### src/rtl/awgn_channel_iq.sv
// awgn_channel_iq: streamed I/Q channel adding scaled pseudo-Gaussian noise, with handshake, SNR select, bypass and clipping
module awgn_channel_iq #(
  parameter int             DW     = 12,
  parameter int             LW     = 16,
  parameter logic [LW-1:0]  SEED   = 16'hACE1,
  parameter int             NSHIFT = 4,
  parameter int             CNT_W  = 32
) (
  input  logic                 clk,
  input  logic                 reset,
  input  logic                 in_valid,
  output logic                 in_ready,
  input  logic signed [DW-1:0] x_real,
  input  logic signed [DW-1:0] x_imag,
  input  logic [3:0]           snr_db,
  input  logic                 noise_en,
  output logic                 out_valid,
  input  logic                 out_ready,
  output logic signed [DW-1:0] y_real,
  output logic signed [DW-1:0] y_imag,
  output logic                 sat_flag,
  output logic [CNT_W-1:0]     sample_cnt
);
  logic                  w_adv, w_acc;
  logic [7:0][7:0]       w_u;
  logic [7:0]            w_sigma;
  logic signed [9:0]     w_sum_i, w_sum_q;
  logic signed [18:0]    w_p_i, w_p_q;
  logic signed [DW+1:0]  w_y_i, w_y_q;
  logic [DW-1:0]         w_c_i, w_c_q;
  logic                  w_s_i, w_s_q;
  logic                  r_v1, r_v2, r_v3;
  logic signed [DW-1:0]  r_x1_i, r_x1_q, r_x2_i, r_x2_q, r_y_i, r_y_q;
  logic [7:0]            r_sig1;
  logic signed [9:0]     r_sum1_i, r_sum1_q;
  logic signed [DW+1:0]  r_n2_i, r_n2_q;
  logic                  r_sat;
  logic [CNT_W-1:0]      r_cnt;

  function automatic logic signed [9:0] sx(input logic [7:0] u);
    return {{2{u[7]}}, u};
  endfunction

  function automatic logic [DW:0] clip(input logic signed [DW+1:0] y);
    logic hi, lo;
    hi = ~y[DW+1] & (y[DW] | y[DW-1]);
    lo = y[DW+1] & ~(y[DW] & y[DW-1]);
    return {hi | lo, hi ? {1'b0, {(DW-1){1'b1}}} : lo ? {1'b1, {(DW-1){1'b0}}} : y[DW-1:0]};
  endfunction

  assign w_adv     = out_ready | ~out_valid;
  assign in_ready  = w_adv;
  assign w_acc     = in_valid & w_adv;
  assign out_valid = r_v3;
  assign y_real    = r_y_i;
  assign y_imag    = r_y_q;
  assign sat_flag  = r_sat;
  assign sample_cnt = r_cnt;

  for (genvar k = 0; k < 8; k++) begin : g_lfsr
    localparam logic [LW-1:0] SK = (SEED << (2 * k)) | (SEED >> (LW - 2 * k));
    logic [LW-1:0] r_s;
    // each LFSR steps exactly once per accepted sample
    always_ff @(posedge clk or negedge reset) begin
      if (!reset) r_s <= SK;
      else if (w_acc) r_s <= {r_s[LW-2:0], r_s[15] ^ r_s[13] ^ r_s[12] ^ r_s[10]};
    end
    assign w_u[k] = r_s[7:0];
  end

  assign w_sum_i = noise_en ? sx(w_u[0]) + sx(w_u[1]) + sx(w_u[2]) + sx(w_u[3]) : '0;
  assign w_sum_q = noise_en ? sx(w_u[4]) + sx(w_u[5]) + sx(w_u[6]) + sx(w_u[7]) : '0;

  // noise amplitude per SNR step, Q0.8; anything above 9 dB uses the 9 dB value
  always_comb begin
    case (snr_db)
      4'd0:    w_sigma = 8'd180;
      4'd1:    w_sigma = 8'd161;
      4'd2:    w_sigma = 8'd143;
      4'd3:    w_sigma = 8'd128;
      4'd4:    w_sigma = 8'd114;
      4'd5:    w_sigma = 8'd102;
      4'd6:    w_sigma = 8'd90;
      4'd7:    w_sigma = 8'd81;
      4'd8:    w_sigma = 8'd72;
      default: w_sigma = 8'd64;
    endcase
  end

  // S1: capture the sample, sigma and the raw noise sums
  always_ff @(posedge clk or negedge reset) begin
    if (!reset) begin
      r_v1     <= 1'b0;
      r_x1_i   <= '0;
      r_x1_q   <= '0;
      r_sig1   <= '0;
      r_sum1_i <= '0;
      r_sum1_q <= '0;
    end else if (w_adv) begin
      r_v1 <= w_acc;
      if (w_acc) begin
        r_x1_i   <= x_real;
        r_x1_q   <= x_imag;
        r_sig1   <= w_sigma;
        r_sum1_i <= w_sum_i;
        r_sum1_q <= w_sum_q;
      end
    end
  end

  assign w_p_i = 19'(r_sum1_i) * 19'($signed({1'b0, r_sig1}));
  assign w_p_q = 19'(r_sum1_q) * 19'($signed({1'b0, r_sig1}));

  // S2: scale the noise by sigma and shift it down
  always_ff @(posedge clk or negedge reset) begin
    if (!reset) begin
      r_v2   <= 1'b0;
      r_x2_i <= '0;
      r_x2_q <= '0;
      r_n2_i <= '0;
      r_n2_q <= '0;
    end else if (w_adv) begin
      r_v2 <= r_v1;
      if (r_v1) begin
        r_x2_i <= r_x1_i;
        r_x2_q <= r_x1_q;
        r_n2_i <= (DW+2)'(w_p_i >>> NSHIFT);
        r_n2_q <= (DW+2)'(w_p_q >>> NSHIFT);
      end
    end
  end

  assign w_y_i = (DW+2)'(r_x2_i) + r_n2_i;
  assign w_y_q = (DW+2)'(r_x2_q) + r_n2_q;
  assign {w_s_i, w_c_i} = clip(w_y_i);
  assign {w_s_q, w_c_q} = clip(w_y_q);

  // S3: add noise, clip to the output range and drive the outputs
  always_ff @(posedge clk or negedge reset) begin
    if (!reset) begin
      r_v3  <= 1'b0;
      r_y_i <= '0;
      r_y_q <= '0;
      r_sat <= 1'b0;
    end else if (w_adv) begin
      r_v3 <= r_v2;
      if (r_v2) begin
        r_y_i <= w_c_i;
        r_y_q <= w_c_q;
        r_sat <= w_s_i | w_s_q;
      end
    end
  end

  // accepted-sample counter, sticks at all-ones
  always_ff @(posedge clk or negedge reset) begin
    if (!reset) r_cnt <= '0;
    else if (w_acc && !(&r_cnt)) r_cnt <= r_cnt + CNT_W'(1);
  end
endmodule
### config.mk
export PLATFORM = sky130hd
export DESIGN_NAME = awgn_channel_iq
export DESIGN_NICKNAME = d
export VERILOG_FILES = /design/src/rtl/awgn_channel_iq.sv
export SDC_FILE = /design/constraint.sdc
export NUM_CORES = 1
export LEC_CHECK = 0
export ABC_AREA = 1
export BUFFER_PORTS_ARGS = -buffer_cell sky130_fd_sc_hd__buf_2
export CORE_ASPECT_RATIO = 0.8
export CORE_MARGIN = 5
export CORE_UTILIZATION = 30
export DETAILED_ROUTE_END_ITERATION = 7
export SLEW_MARGIN = 0
export SYNTH_ARGS = -nofsm -noshare
export SYNTH_HDL_FRONTEND = slang
export SYNTH_SLANG_ARGS = --single-unit
### constraint.sdc
create_clock -name clk -period 4.45 [get_ports clk]
set_input_delay 0.89 -clock clk [delete_from_list [all_inputs] [get_ports clk]]
set_output_delay 0.89 -clock clk [all_outputs]
set_load 0.01 [all_outputs]
==> flow_metrics.py <==
metrics = {
    "pwr": {
        "seq_power_share_pct": 27.8,
        "p_switching_mw": 7.62,
        "vdd_drop_max_mv": 0.303,
        "p_int_mw": 9.63,
        "leakagePower_nw": 12.6,
        "p_per_area_nw_per_um2": 715,
        "share_comb_of_total_power_pct": 54.6,
        "clockPowerShare_pct": 17.6,
        "power_mw": 17.3,
        "switching_share_pct": 44.2,
    },
    "place": {
        "placed_area_um2": 22600,
        "place_congestion": 0.869,
        "dp.cells": 3518,
        "portBuffers": 91,
        "dp_worst_setup_slack_ns": 0.0580,
        "dp_hpwl_mm": 34.3,
    },
    "finish": {
        "fin_cells": 3586,
        "post-route-cell-area_um2": 24100,
        "drive_gt1_share_pct": 15.0,
        "insertedDiodeCount": 0,
        "seq_area_um2": 7400,
        "area.growth.synth_to_final_pct": 16.6,
        "fin_nets": 2947,
        "fill_cells": 7230,
        "multiInputGateArea_um2": 11500,
    },
    "die": {
        "core_um2": 68700,
        "placementRows": 86,
        "die_h_um": 245,
        "die_w_um": 304,
        "die_area_um2": 74400,
        "ioPinCount": 92,
        "initial_core_util_pct": 30.2,
    },
    "synthesis": {
        "synth_top_area_share_pct": 27.6,
        "yosysTopAreaCell": "dfrtp_1",
        "ys_ff_latch": 292,
        "synth.avg_cell_area_um2": 8.25,
        "syn_nets": 2819,
        "async_flop_share_pct": 100,
        "synthTopCellsByArea": "dfrtp_1 28%, fa_1 16%, nand2_1 15%, dfstp_2 8.1%, inv_1 7.5%",
        "synth_area_um2": 20700,
        "synth-main-ff-cell": "dfrtp_1",
        "synth.most_common_cell": "nand2_1",
        "yosys-top-cells-count": "815 x nand2_1, 415 x inv_1, 228 x dfrtp_1",
        "ys_types": 43,
        "synth_edf_count": 0,
        "synth_cells": 2509,
        "seq_area_frac_synth_pct": 35.7,
        "yosysWarnings": 0,
    },
    "drt": {
        "wire_per_inst_um": 12.7,
        "via_per_inst": 4.33,
        "drc_errors": 0,
        "first_pass_iters": 5,
        "dr.first_iter.drc_count": 944,
        "vias": 15512,
        "ant_nets": 0,
        "wirelength_mm": 45.6,
    },
    "sta": {
        "slew-limit-headroom_pct": 47.0,
        "max_freq_mhz": 237,
        "rsz0062_at_grt": "yes",
        "hold_viol": 0,
        "fin_tns_setup_ns": 0,
        "skew_ns": 0.0179,
        "min_period_ns": 4.22,
        "layout_setup_ws_ns": 0.227,
        "worst_pin_slew_ns": 0.795,
        "maxSlewViolCount": 0,
        "period_share_pct": 94.9,
        "setup_viol": 0,
    },
    "global_routing": {
        "antenna_found_initial": 0,
        "grtUsageTotal_pct": 12.3,
        "grt_pass1_vias": 15440,
        "grt_overflow": 0,
        "grt_max_degree": 164,
        "grt_first_pass_wirelength_mm": 78.6,
    },
    "run": {
        "drv_cap": 0,
    },
    "min_path": {
        "hold_class": "in2async",
    },
    "cts": {
        "postCtsHoldBufs": 0,
        "clk_latency_ns": 0.54,
        "path_clk_slew_ns": 0.06,
        "numCtsBuffers": 34,
        "cts_root_buffer": "clkbuf_16",
        "clockBufferDepth": 3,
        "ctsHtreeMaxLevel": 2,
        "cts_tree": "built",
        "clock_sinks": 292,
    },
    "worst_setup_path": {
        "crit_arrival_ns": 4.60,
        "path_max_fanout": 5,
        "criticalPathCategory": "reg2reg",
        "end_kind": "register",
        "cp_slowest_cell": "fa_1",
        "start_kind": "register",
        "crit_required_ns": 4.82,
        "cp_cell_sequence": "nand2_2 -> inv_1 -> fa_1 -> inv_2 -> fa_1 -> inv_1 -> fa_1 -> inv_1 -> fa_1 -> inv_1 -> ha_4 -> nand2_2 -> nor3_4 -> nand4_1 -> o21ai_2 -> xor2_1 -> o21ai_0",
        "cpPeakStageDelay_ns": 0.58,
    },
    "outcome": {
        "status": "finished, final reports clean",
    },
}
==> area by class of cell <==
type,count,share of cell area [%]
Multi-Input combinational cell,1704,47.8
Timing Repair Buffer,181,5.12
Inverter,424,6.61
Sequential cell,292,30.7
Clock buffer,42,3.82
Tap cell,924,4.79
Clock inverter,19,1.17
==> cells by family (layout without fill, tap and decap cells) <==
| family | after synthesis | in the layout | share of synthesized area (%) |
|---|---|---|---|
| buf+inv | 513 | 666 | 9.49 |
| xor+xnor | 100 | 100 | 4.23 |
| fa+ha+maj | 277 | 277 | 22.7 |
| simple gates | 1051 | 1051 | 20.7 |
| compound gates | 276 | 276 | 7.25 |
| flops | 292 | 292 | 35.7 |
==> power by group through the flow <==
| stage | registers, mW | clock network [mW] | logic (mW) |
|---|---|---|---|
| after detailed placement | 4.84 | 0 | 9.18 |
| after global placement | 4.82 | 0 | 9.10 |
| final | 4.80 | 3.03 | 9.42 |
| after CTS | 4.80 | 3.12 | 9.27 |
| after global routing | 4.97 | 3.23 | 10.9 |
| after floorplan | 4.56 | 0 | 6.87 |
==> metal layers <==
metal,wire length [µm],GRT usage (%),vias to the layer above
li1,-,-,7944
met1,24100,19.1,7263
met2,18400,18.0,251
met3,2420,2.54,54
met4,698,2.13,0
met5,0,0,-
==> cells in the final DEF (no fill, tap or decap), types with 60 or more instances in the layout <==
master	Yosys	routed
nand3_1	61	61
a21oi_1	73	60
nand2_1	815	809
ha_1	113	107
nor2_1	93	93
fa_1	164	161
xnor2_1	60	60
dfstp_2	64	64
o21ai_0	155	151
buf_4	1	81
dfrtp_1	228	214
buf_2	16	90
inv_1	415	411
==> path summary, 6_finish.rpt <==
kind / depth (start not counted) / end / start / slack [ns]
worst max-delay path: 17 / r_n2_q[13] / r_sig1[3] / 0.23
worst min-delay path: 1 / r_x1_q[3] / reset / 0.38
worst max register to register: 17 / r_n2_q[13] / r_sig1[3] / 0.23
worst min register to register: 2 / g_lfsr[1].r_s[9] / g_lfsr[1].r_s[9] / 0.47
max in group asynchronous: 2 / g_lfsr[4].r_s[13] / reset / 3.10
min in group clk: 2 / g_lfsr[1].r_s[9] / g_lfsr[1].r_s[9] / 0.47
==> critical path: cells and delay by family (launching register included) <==
family                     cells  cell delay [ns]
buffers and inverters          5             0.30
and+or+nand+nor                4             0.51
adders and majority gates      5             2.44
xor gates and xnor gates       1             0.13
AOI/OAI and AO/OA              2             0.24
DFF                            1             0.46
==> stage by stage <==
stage	util, %	hold slack [ns]
6_report	35.2	0.378
5_1_grt	35.2	0.456
4_1_cts	34.7	0.416
3_5_place_dp	33.0	0.451
3_3_place_gp	33.0	0.450
2_1_floorplan	-	0.432
==> registers in the layout, indices dropped and copies added (netlist names), 12 cells and up <==
signal	cells
g_lfsr.r_s	128
sample_cnt	32
r_n2_i	14
r_n2_q	14
r_x1_i	12
r_x1_q	12
r_x2_i	12
r_x2_q	12
y_imag	12
y_real	12
==> what timing repair did <==
item,in CTS,in global routing
endpoints found under the setup margin,0,18
resized for setup,0,59
setup buffers,0,7
Power figures use the tool's default switching activity.
